File: src/rtl/pipe_hazard_ctrl_pkg.sv
`default_nettype none
// ============================================================================
// Module  : pipe_ctrl_pkg
// Brief   : Shared types and constants for the pipeline hazard controller.
// Revision: 1.0 - initial release
// ============================================================================
package pipe_ctrl_pkg;

    localparam int REG_W     = 5;
    localparam int MUL_CNT_W = 4;

    localparam logic [REG_W-1:0] REG_ZERO = 5'd0;

    typedef enum logic [0:0] {
        IDLE = 1'b0,
        BUSY = 1'b1
    } mul_state_t;

endpackage : pipe_ctrl_pkg
`default_nettype wire

File: src/rtl/pipe_hazard_ctrl_if.sv
`default_nettype none
// ============================================================================
// Module  : pipe_hazard_ctrl_if
// Brief   : Pipeline-side hazard inputs and stall/flush controls bundle.
// Revision: 1.0 - initial release
// ============================================================================
interface pipe_hazard_ctrl_if #(
    parameter int CNT_W = 32
);
    import pipe_ctrl_pkg::*;

    logic [REG_W-1:0] id_rs1;
    logic [REG_W-1:0] id_rs2;
    logic             id_use_rs1;
    logic             id_use_rs2;
    logic             ex_valid;
    logic [REG_W-1:0] ex_destReg;
    logic             ex_RegWrite;
    logic             ex_MemToReg;
    logic             ex_mul;
    logic             ex_take_branch;

    logic             pc_stall;
    logic             ifid_stall;
    logic             ifid_flush;
    logic             idex_stall;
    logic             idex_flush;
    logic             exmem_flush;
    logic             mul_busy;
    logic [CNT_W-1:0] stall_count;
    logic [CNT_W-1:0] flush_count;

    // Pipeline datapath side
    modport master (
        output id_rs1, id_rs2, id_use_rs1, id_use_rs2,
        output ex_valid, ex_destReg, ex_RegWrite, ex_MemToReg, ex_mul, ex_take_branch,
        input  pc_stall, ifid_stall, ifid_flush, idex_stall, idex_flush, exmem_flush,
        input  mul_busy, stall_count, flush_count
    );

    // Hazard controller side
    modport slave (
        input  id_rs1, id_rs2, id_use_rs1, id_use_rs2,
        input  ex_valid, ex_destReg, ex_RegWrite, ex_MemToReg, ex_mul, ex_take_branch,
        output pc_stall, ifid_stall, ifid_flush, idex_stall, idex_flush, exmem_flush,
        output mul_busy, stall_count, flush_count
    );

endinterface : pipe_hazard_ctrl_if
`default_nettype wire

File: src/rtl/pipe_hazard_ctrl_mul_seq.sv
`default_nettype none
// ============================================================================
// Module  : mul_seq_fsm
// Brief   : Tracks a multi-cycle multiply occupying EX and flags mul_busy.
// Revision: 1.0 - initial release
// ============================================================================
module mul_seq_fsm
    import pipe_ctrl_pkg::*;
#(
    parameter int MUL_CYCLES = 4
) (
    input  wire  clk,
    input  wire  reset,
    input  logic i_ex_valid,
    input  logic i_ex_mul,
    output logic o_mul_busy
);

    localparam logic c_MUL_MULTI = (MUL_CYCLES > 1);
    localparam logic [MUL_CNT_W-1:0] c_CNT_LOAD =
        (MUL_CYCLES > 1) ? MUL_CNT_W'(MUL_CYCLES - 2) : '0;

    mul_state_t           r_state;
    logic [MUL_CNT_W-1:0] r_cnt;
    logic                 w_mul_start;

    // The start cycle must already stall, so busy is derived from state plus inputs.
    assign w_mul_start = (r_state == IDLE) & i_ex_valid & i_ex_mul & c_MUL_MULTI;
    assign o_mul_busy  = w_mul_start | ((r_state == BUSY) & (r_cnt != '0));

    always_ff @(posedge clk) begin
        if (reset) begin
            r_state <= IDLE;
            r_cnt   <= '0;
        end else begin
            case (r_state)
                IDLE: begin
                    if (w_mul_start) begin
                        r_state <= BUSY;
                        r_cnt   <= c_CNT_LOAD;
                    end
                end
                BUSY: begin
                    if (r_cnt != '0) begin
                        r_cnt <= r_cnt - 1'b1;
                    end else begin
                        r_state <= IDLE;
                    end
                end
                default: begin
                    r_state <= IDLE;
                    r_cnt   <= '0;
                end
            endcase
        end
    end

endmodule : mul_seq_fsm
`default_nettype wire

File: src/rtl/pipe_hazard_ctrl.sv
`default_nettype none
// ============================================================================
// Module  : pipe_hazard_ctrl
// Brief   : Stall/flush sequencer for load-use, multiply and redirect hazards.
// Revision: 1.0 - initial release
// ============================================================================
module pipe_hazard_ctrl
    import pipe_ctrl_pkg::*;
#(
    parameter int MUL_CYCLES = 4,
    parameter int CNT_W      = 32
) (
    input wire clk,
    input wire reset,
    pipe_hazard_ctrl_if.slave bus
);

    logic             w_mul_busy;
    logic             w_lu;
    logic             w_br;
    logic             w_pc_stall;
    logic             w_ifid_stall;
    logic             w_ifid_flush;
    logic             w_idex_stall;
    logic             w_idex_flush;
    logic             w_exmem_flush;
    logic [CNT_W-1:0] r_stall_cnt;
    logic [CNT_W-1:0] r_flush_cnt;

    mul_seq_fsm #(
        .MUL_CYCLES (MUL_CYCLES)
    ) u_mul_seq (
        .clk        (clk),
        .reset      (reset),
        .i_ex_valid (bus.ex_valid),
        .i_ex_mul   (bus.ex_mul),
        .o_mul_busy (w_mul_busy)
    );

    assign w_lu = bus.ex_valid & bus.ex_MemToReg & bus.ex_RegWrite &
                  (bus.ex_destReg != REG_ZERO) &
                  ((bus.id_use_rs1 & (bus.id_rs1 == bus.ex_destReg)) |
                   (bus.id_use_rs2 & (bus.id_rs2 == bus.ex_destReg)));

    // A redirect cannot be honoured while the multiply still owns EX.
    assign w_br = bus.ex_take_branch & bus.ex_valid & ~w_mul_busy;

    always_comb begin
        w_pc_stall    = 1'b0;
        w_ifid_stall  = 1'b0;
        w_ifid_flush  = 1'b0;
        w_idex_stall  = 1'b0;
        w_idex_flush  = 1'b0;
        w_exmem_flush = 1'b0;
        if (!reset) begin
            if (w_br) begin
                w_ifid_flush = 1'b1;
                w_idex_flush = 1'b1;
            end else if (w_mul_busy) begin
                w_pc_stall    = 1'b1;
                w_ifid_stall  = 1'b1;
                w_idex_stall  = 1'b1;
                w_exmem_flush = 1'b1;
            end else if (w_lu) begin
                w_pc_stall   = 1'b1;
                w_ifid_stall = 1'b1;
                w_idex_flush = 1'b1;
            end
        end
    end

    always_ff @(posedge clk) begin
        if (reset) begin
            r_stall_cnt <= '0;
            r_flush_cnt <= '0;
        end else begin
            if (w_pc_stall && (r_stall_cnt != {CNT_W{1'b1}})) begin
                r_stall_cnt <= r_stall_cnt + 1'b1;
            end
            if (w_ifid_flush && (r_flush_cnt != {CNT_W{1'b1}})) begin
                r_flush_cnt <= r_flush_cnt + 1'b1;
            end
        end
    end

    assign bus.pc_stall    = w_pc_stall;
    assign bus.ifid_stall  = w_ifid_stall;
    assign bus.ifid_flush  = w_ifid_flush;
    assign bus.idex_stall  = w_idex_stall;
    assign bus.idex_flush  = w_idex_flush;
    assign bus.exmem_flush = w_exmem_flush;
    assign bus.mul_busy    = w_mul_busy & ~reset;
    assign bus.stall_count = r_stall_cnt;
    assign bus.flush_count = r_flush_cnt;

    a_mul_br_excl: assert property (@(posedge clk) disable iff (reset)
        !(bus.ex_valid && bus.ex_mul && bus.ex_take_branch));

endmodule : pipe_hazard_ctrl
`default_nettype wire

File: src/flat_wrapper.sv
// flat-port wrapper written by rule: the top's interface ports become plain ports
module pipe_hazard_ctrl_flat import pipe_ctrl_pkg::*;
#(
    parameter int MUL_CYCLES = 4,
    parameter int CNT_W      = 32
)
  (clk, reset, bus_id_rs1, bus_id_rs2, bus_id_use_rs1, bus_id_use_rs2, bus_ex_valid, bus_ex_destReg, bus_ex_RegWrite, bus_ex_MemToReg, bus_ex_mul, bus_ex_take_branch, bus_pc_stall, bus_ifid_stall, bus_ifid_flush, bus_idex_stall, bus_idex_flush, bus_exmem_flush, bus_mul_busy, bus_stall_count, bus_flush_count);
  pipe_hazard_ctrl_if #(.CNT_W(CNT_W)) bus_i ();
  input wire clk;
  input wire reset;
  input wire logic [$bits(bus_i.id_rs1)-1:0] bus_id_rs1;
  input wire logic [$bits(bus_i.id_rs2)-1:0] bus_id_rs2;
  input wire logic [$bits(bus_i.id_use_rs1)-1:0] bus_id_use_rs1;
  input wire logic [$bits(bus_i.id_use_rs2)-1:0] bus_id_use_rs2;
  input wire logic [$bits(bus_i.ex_valid)-1:0] bus_ex_valid;
  input wire logic [$bits(bus_i.ex_destReg)-1:0] bus_ex_destReg;
  input wire logic [$bits(bus_i.ex_RegWrite)-1:0] bus_ex_RegWrite;
  input wire logic [$bits(bus_i.ex_MemToReg)-1:0] bus_ex_MemToReg;
  input wire logic [$bits(bus_i.ex_mul)-1:0] bus_ex_mul;
  input wire logic [$bits(bus_i.ex_take_branch)-1:0] bus_ex_take_branch;
  output wire logic [$bits(bus_i.pc_stall)-1:0] bus_pc_stall;
  output wire logic [$bits(bus_i.ifid_stall)-1:0] bus_ifid_stall;
  output wire logic [$bits(bus_i.ifid_flush)-1:0] bus_ifid_flush;
  output wire logic [$bits(bus_i.idex_stall)-1:0] bus_idex_stall;
  output wire logic [$bits(bus_i.idex_flush)-1:0] bus_idex_flush;
  output wire logic [$bits(bus_i.exmem_flush)-1:0] bus_exmem_flush;
  output wire logic [$bits(bus_i.mul_busy)-1:0] bus_mul_busy;
  output wire logic [$bits(bus_i.stall_count)-1:0] bus_stall_count;
  output wire logic [$bits(bus_i.flush_count)-1:0] bus_flush_count;
  assign bus_i.id_rs1 = bus_id_rs1;
  assign bus_i.id_rs2 = bus_id_rs2;
  assign bus_i.id_use_rs1 = bus_id_use_rs1;
  assign bus_i.id_use_rs2 = bus_id_use_rs2;
  assign bus_i.ex_valid = bus_ex_valid;
  assign bus_i.ex_destReg = bus_ex_destReg;
  assign bus_i.ex_RegWrite = bus_ex_RegWrite;
  assign bus_i.ex_MemToReg = bus_ex_MemToReg;
  assign bus_i.ex_mul = bus_ex_mul;
  assign bus_i.ex_take_branch = bus_ex_take_branch;
  assign bus_pc_stall = bus_i.pc_stall;
  assign bus_ifid_stall = bus_i.ifid_stall;
  assign bus_ifid_flush = bus_i.ifid_flush;
  assign bus_idex_stall = bus_i.idex_stall;
  assign bus_idex_flush = bus_i.idex_flush;
  assign bus_exmem_flush = bus_i.exmem_flush;
  assign bus_mul_busy = bus_i.mul_busy;
  assign bus_stall_count = bus_i.stall_count;
  assign bus_flush_count = bus_i.flush_count;
  pipe_hazard_ctrl #(.MUL_CYCLES(MUL_CYCLES), .CNT_W(CNT_W)) u_core (.clk(clk), .reset(reset), .bus(bus_i));
endmodule
File: config.mk
export PLATFORM = sky130hd
export DESIGN_NAME = pipe_hazard_ctrl_flat
export DESIGN_NICKNAME = d
export VERILOG_FILES = /design/src/rtl/pipe_hazard_ctrl_pkg.sv /design/src/rtl/pipe_hazard_ctrl_if.sv /design/src/rtl/pipe_hazard_ctrl_mul_seq.sv /design/src/rtl/pipe_hazard_ctrl.sv /design/src/flat_wrapper.sv
export SDC_FILE = /design/constraint.sdc
export NUM_CORES = 1
export LEC_CHECK = 0
export CORE_ASPECT_RATIO = 1.5
export CORE_MARGIN = 2
export CORE_UTILIZATION = 46
export DETAILED_ROUTE_END_ITERATION = 16
export PLACE_DENSITY = 0.86
export SLEW_MARGIN = 20
export SYNTH_ARGS = -nofsm -noshare
export SYNTH_HDL_FRONTEND = slang
export SYNTH_HIERARCHICAL = 1
export SYNTH_SLANG_ARGS = --single-unit
File: constraint.sdc
create_clock -name clk -period 4 [get_ports clk]
set_input_delay 0.4 -clock clk [delete_from_list [all_inputs] [get_ports clk]]
set_output_delay 0.4 -clock clk [all_outputs]
set_load 0.02 [all_outputs]
== Yosys cells after proc, flatten, opt, wreduce, memory -nomap -nowiden ==
Index checks and enable logic that the tools add are counted.
Operators by class
  add/sub/neg operators: 3
  multiply operators: 0
  div/mod/pow operators: 0
  order comparisons: 0
  equal/unequal tests: 6
  shift operators: 0
  muxes and demuxes: 18
  bitwise operators: 17
  reduce and logical (&&, ||, !) cells: 5
Operators by type and width (count)
  adder 32 x 1 -> 32 bit, second input constant: 2
  != test 32 bit, second input constant: 2
  two-way mux 1 bit: 14
  AND 1 bit: 12
  equality test 5 bit: 2
  two-way mux 4 bit: 2
  case mux 4 bit (2 select lines): 1
  nonzero test 5 bit: 1
  nonzero test 4 bit: 1
  subtractor 4 x 1 -> 4 bit, second input constant: 1
  inverter 1 bit: 3
  logical AND 1 bit: 2
  != test 2 x 1 -> 1 bit, second input constant: 1
  != test 2 bit, second input constant: 1
  OR 1 bit: 2
  case mux 1 bit (2 select lines): 1
  AND reduction 2 bit: 1
Storage, ports and cells
  register bits after elaboration: 69
  bits in latches: 0
  memory bits (writable): 0
  ROM bits: 0
  logic and storage cells: 53
  memories kept: 0

== Longest topological paths before layout ==
  depth after elaboration: 9
  mapped depth: 13
  gate-level depth less buffers: 13

== Modules after synthesis ==
The synthesis kept the hierarchy.
Modules (own cells, without submodules)
  pipe_hazard_ctrl: instances 1, cells an instance 418, area an instance 3407.0 µm²
  mul_seq_fsm: instances 1, cells an instance 27, area an instance 242.7 µm²

== Worst setup path after synthesis ==
Ideal clock, no wire load.
  kind: register to register
  from: reg u_core.u_mul_seq.r_cnt[0]
  to: reg u_core.r_flush_cnt[31], in the netlist u_core/bus.flush_count[31]
  data arrival time: 2526 ps
  data required time: 3930 ps
  path slack: 1403 ps
  cell stages (with the launch flop): 12
  buffers on the path: 0
  cell sequence: dfxtp_1 inv_1 ha_1 or3b_1 nand2_1 nand2_1 nor2_1 nand3_1 or3_1 or3_1 or3_1 a21oi_1
On the way
  word-level cells in the longest chain between the ends: 8
RTL lines
  start, declared: line pipe_hazard_ctrl_mul_seq.sv:24  | logic [MUL_CNT_W-1:0] r_cnt;
  start signal, assigned: line pipe_hazard_ctrl_mul_seq.sv:40  | r_cnt <= c_CNT_LOAD;
  start signal, assigned: line pipe_hazard_ctrl_mul_seq.sv:45  | r_cnt <= r_cnt - 1'b1;
  nonzero test 4 bit: line pipe_hazard_ctrl_mul_seq.sv:29  | assign o_mul_busy = w_mul_start | ((r_state == BUSY) & (r_cnt != '0));
  AND 1 bit: line pipe_hazard_ctrl_mul_seq.sv:29
  OR 1 bit: line pipe_hazard_ctrl_mul_seq.sv:29
  named net u_core.w_mul_busy: line pipe_hazard_ctrl.sv:18  | logic w_mul_busy;
  inverter 1 bit: line pipe_hazard_ctrl.sv:46  | assign w_br = bus.ex_take_branch & bus.ex_valid & ~w_mul_busy;
  AND 1 bit: line pipe_hazard_ctrl.sv:46
  two-way mux 1 bit: line pipe_hazard_ctrl.sv:56  | if (w_br) begin
  two-way mux 1 bit: line pipe_hazard_ctrl.sv:55  | if (!reset) begin
  logical AND 1 bit: line pipe_hazard_ctrl.sv:80  | if (w_ifid_flush && (r_flush_cnt != {CNT_W{1'b1}})) begin
  end signal, assigned: line pipe_hazard_ctrl.sv:81  | r_flush_cnt <= r_flush_cnt + 1'b1;
  end, declared: line pipe_hazard_ctrl.sv:28  | logic [CNT_W-1:0] r_flush_cnt;
The timed path passes the listed nets, and every way through them passes these cells.
A chain may end at the register's enable or synchronous reset.

== Worst setup path after layout ==
  from: reg u_core.u_mul_seq.r_cnt[0]
  to: out bus_ifid_flush
On the way
  word-level cells in the longest chain between the ends: 7
RTL lines
  nonzero test 4 bit: line pipe_hazard_ctrl_mul_seq.sv:29
  AND 1 bit: line pipe_hazard_ctrl_mul_seq.sv:29
  OR 1 bit: line pipe_hazard_ctrl_mul_seq.sv:29
  named net u_core.w_mul_busy: line pipe_hazard_ctrl.sv:18
  inverter 1 bit: line pipe_hazard_ctrl.sv:46
  AND 1 bit: line pipe_hazard_ctrl.sv:46
  two-way mux 1 bit: line pipe_hazard_ctrl.sv:56
  two-way mux 1 bit: line pipe_hazard_ctrl.sv:55
  end, declared: line flat_wrapper.sv:23  | output wire logic [$bits(bus_i.ifid_flush)-1:0] bus_ifid_flush;
The timed path passes the listed nets, and every way through them passes these cells.

==> impl_metrics.ini <==
[setup_path]
critical-path-max-stage-delay_ns = 0.64
arrival_ns = 2.77
ff2ff_setup_slack_ns = 0.83
path_class = flop to output pin
critical-path-top-delay-family = simple AND/OR/NAND/NOR gates
crit_chain = inv_1, ha_1, or3b_1, nand2_1, nand2_1, nor2_1, nand3_1, inv_1, clkdlybuf4s50_1
end_kind = output pin
slowest_stage = clkdlybuf4s50_1
critPathBufInv = 3
reg2reg_depth = 11
reg2reg_to = u_core/bus.flush_count[27]
crit_required_ns = 3.60
rr_startpoint = u_core/u_mul_seq/r_cnt[0]
path_max_fanout = 5
cp-start-kind = flop

[clock_network]
cts-root-buf = clkbuf_16
cts.repair.resized = 0
clk_latency_ns = 0.33
cts_tree = yes
cts-buffers-inserted = 9
post_cts_buffers = 0
htreeDepth = 3
cts.reportedPaths.clkPinSlew_ns = 0.05
max-clock-path-buffers = 2
clock_sinks = 69
ctsHoldBuffers = 0

[placed_design]
place_congestion = 0.875
hpwl_um = 6850
portBuffers = 94

[synthesis]
async_flop_share_pct = 0
synth_cells = 445
synth_cell_type_count = 55
ys.flop_type = dfxtp_1
synth_edf_count = 0
ys_seq_area_share_pct = 37.8
ys.warnings.count = 6
ys_ff_latch = 69
avgSynthCellArea_sq_um = 8.20
synth_nets = 472
syn-cell-area_sq_mm = 0.00365

[detailed_routing]
met1_length_um = 3900
drc = 0
drt-total-wl_um = 9790
first_pass_iters = 5
num_vias = 3698
top_layer = met4
wire_per_inst_um = 15.3
route.met3.wl_um = 581
drtIter0Drc = 221
wl_met2_um = 5150
antenna_left = 0
vias_per_cell = 5.80

[global_routing]
grt_max_degree = 46
grt_use_total_pct = 22.1
grt_pass1_wl_um = 15700
grt_pass1_vias = 3489
antenna_found_initial = 0
grt_overflow_total = 0

[min_path]
hp-class = flop to flop
min_path_cells = 2
hold_end = u_core/bus.stall_count[7]
min_from = u_core/bus.stall_count[7]

[die]
fp.dieH_um = 113
die_area_sq_mm = 0.00868
std_cell_rows = 39
initial_core_util_pct = 47.6
core_area_sq_mm = 0.00766
ios = 95
die_x_um = 76.7

[sta]
finalCritPeriodShare_pct = 79.2
period_needed_ns = 3.17
tightest_slew_ns = 0.700
rsz0062_at_grt = false
skew_ns = 0.00743
relSlewSlack_pct = 53.3
fmax_mhz = 316
tns_ns = 0
drv_slew = 0
setup_viol = 0
hold_viol = 0

[power_and_ir_drop]
p_seq_share_pct = 45.4
swShare_pct = 21.4
ir_drop_uv = 256
clockPowerShare_pct = 48.5
power_density_mw_per_mm2 = 313
combPwrFrac_pct = 6.1
cellLeakagePower_nw = 1.51
internal-power_mw = 1.20
finalPower_mw = 1.53
power.switching_mw = 0.327

[finish]
area_growth_pct = 34.0
final_common_cell = clkdlybuf4s50_1
drive_above_1_share_pct = 5.41
n_antenna_cell = 0
nets = 559
final_cell_mix = 93 x clkdlybuf4s50_1, 69 x dfxtp_1, 47 x nor2_1, 34 x a21oi_1, 31 x xnor2_1

[outcome]
status = completed

[job]
drv_cap = 0
metrics by stage:
step / area [sq um] / setup slack, ns / utilization [%] / hold WS [ns] / std cells
2_1_floorplan: 3650 / 1.40 / - / 0.454 / 445
3_3_place_gp: 4610 / 1.04 / 60.2 / 0.474 / 623
3_5_place_dp: 4610 / 0.881 / 60.2 / 0.498 / 623
4_1_cts: 4890 / 0.824 / 63.8 / 0.505 / 638
5_1_grt: 4890 / 0.622 / 63.8 / 0.526 / 638
6_report: 4890 / 0.831 / 63.8 / 0.506 / 638
cells in the mapped netlist (9+ instances only):
| cell | count | share of area, % |
|---|---|---|
| nand3_1 | 29 | 4.0 |
| inv_1 | 16 | 1.6 |
| or4_1 | 9 | 1.9 |
| a21oi_1 | 34 | 4.7 |
| dfxtp_1 | 69 | 38 |
| o21ai_0 | 9 | 1.2 |
| xnor2_1 | 31 | 7.4 |
| nor3_1 | 24 | 3.3 |
| clkbuf_1 | 11 | 1.1 |
| nand2_1 | 29 | 3.0 |
| o21ai_1 | 12 | 1.6 |
| nor2_1 | 47 | 4.8 |
| o31ai_1 | 10 | 2.1 |
| or3_1 | 20 | 3.4 |
| nand4_1 | 15 | 2.6 |
worst max path at each step:
stage                              start                          to  cells after the start
3_5_place_dp   u_core/u_mul_seq/r_cnt[0]  u_core/bus.flush_count[27]                     11
4_1_cts        u_core/u_mul_seq/r_cnt[0]              bus_ifid_flush                      9
3_3_place_gp                bus_ex_valid  u_core/bus.flush_count[31]                      9
5_1_grt        u_core/u_mul_seq/r_cnt[0]              bus_ifid_flush                      9
2_1_floorplan  u_core/u_mul_seq/r_cnt[0]  u_core/bus.flush_count[31]                     11
6_report       u_core/u_mul_seq/r_cnt[0]              bus_ifid_flush                      9
sequential cells by signal, indices dropped and copies added, names as in the netlist:
name and count:
u_core/u_mul_seq/r_state 1, u_core/u_mul_seq/r_cnt 4, u_core/bus.stall_count 32, u_core/bus.flush_count 32
per-layer routing:
layer / vias to the layer above / track usage [%]
met5: - / 0
met4: 0 / 8.00
met3: 16 / 6.62
met2: 136 / 41.0
met1: 1754 / 23.3
li1: 1792 / -
area by class of cell:
type / count / area (sq um)
Multi-Input combinational cell: 340 / 2090
Clock inverter: 1 / 5.00
Fill cell: 663 / 2770
Clock buffer: 14 / 274
Tap cell: 102 / 128
Sequential cell: 69 / 1380
Inverter: 16 / 60.1
Timing Repair Buffer: 96 / 951
kinds of logic after synthesis:
| family | share of synthesized area [%] |
|---|---|
| and+or+nand+nor | 32.5 |
| AOI/OAI and AO/OA | 12.5 |
| DFF | 37.8 |
| xor gates and xnor gates | 8.88 |
| buffers and inverters | 5.00 |
| muxes | 2.26 |
| adders and majority gates | 1.03 |
power by group through the flow:
stage | clock network [mW] | registers (mW) | logic, mW
global route | 0.793 | 0.694 | 0.100
detailed placement | 0 | 0.709 | 0.0919
floorplan | 0 | 0.709 | 0.0504
finish | 0.742 | 0.694 | 0.0929
CTS | 0.758 | 0.694 | 0.0923
global placement | 0 | 0.708 | 0.0885
worst min-delay path, cell delays in order (launching register included):
cell and delay [ns]:
dfxtp_1 0.33, o31ai_1 0.07, a21oi_1 0.06
(Power assumes the default switching activity.)
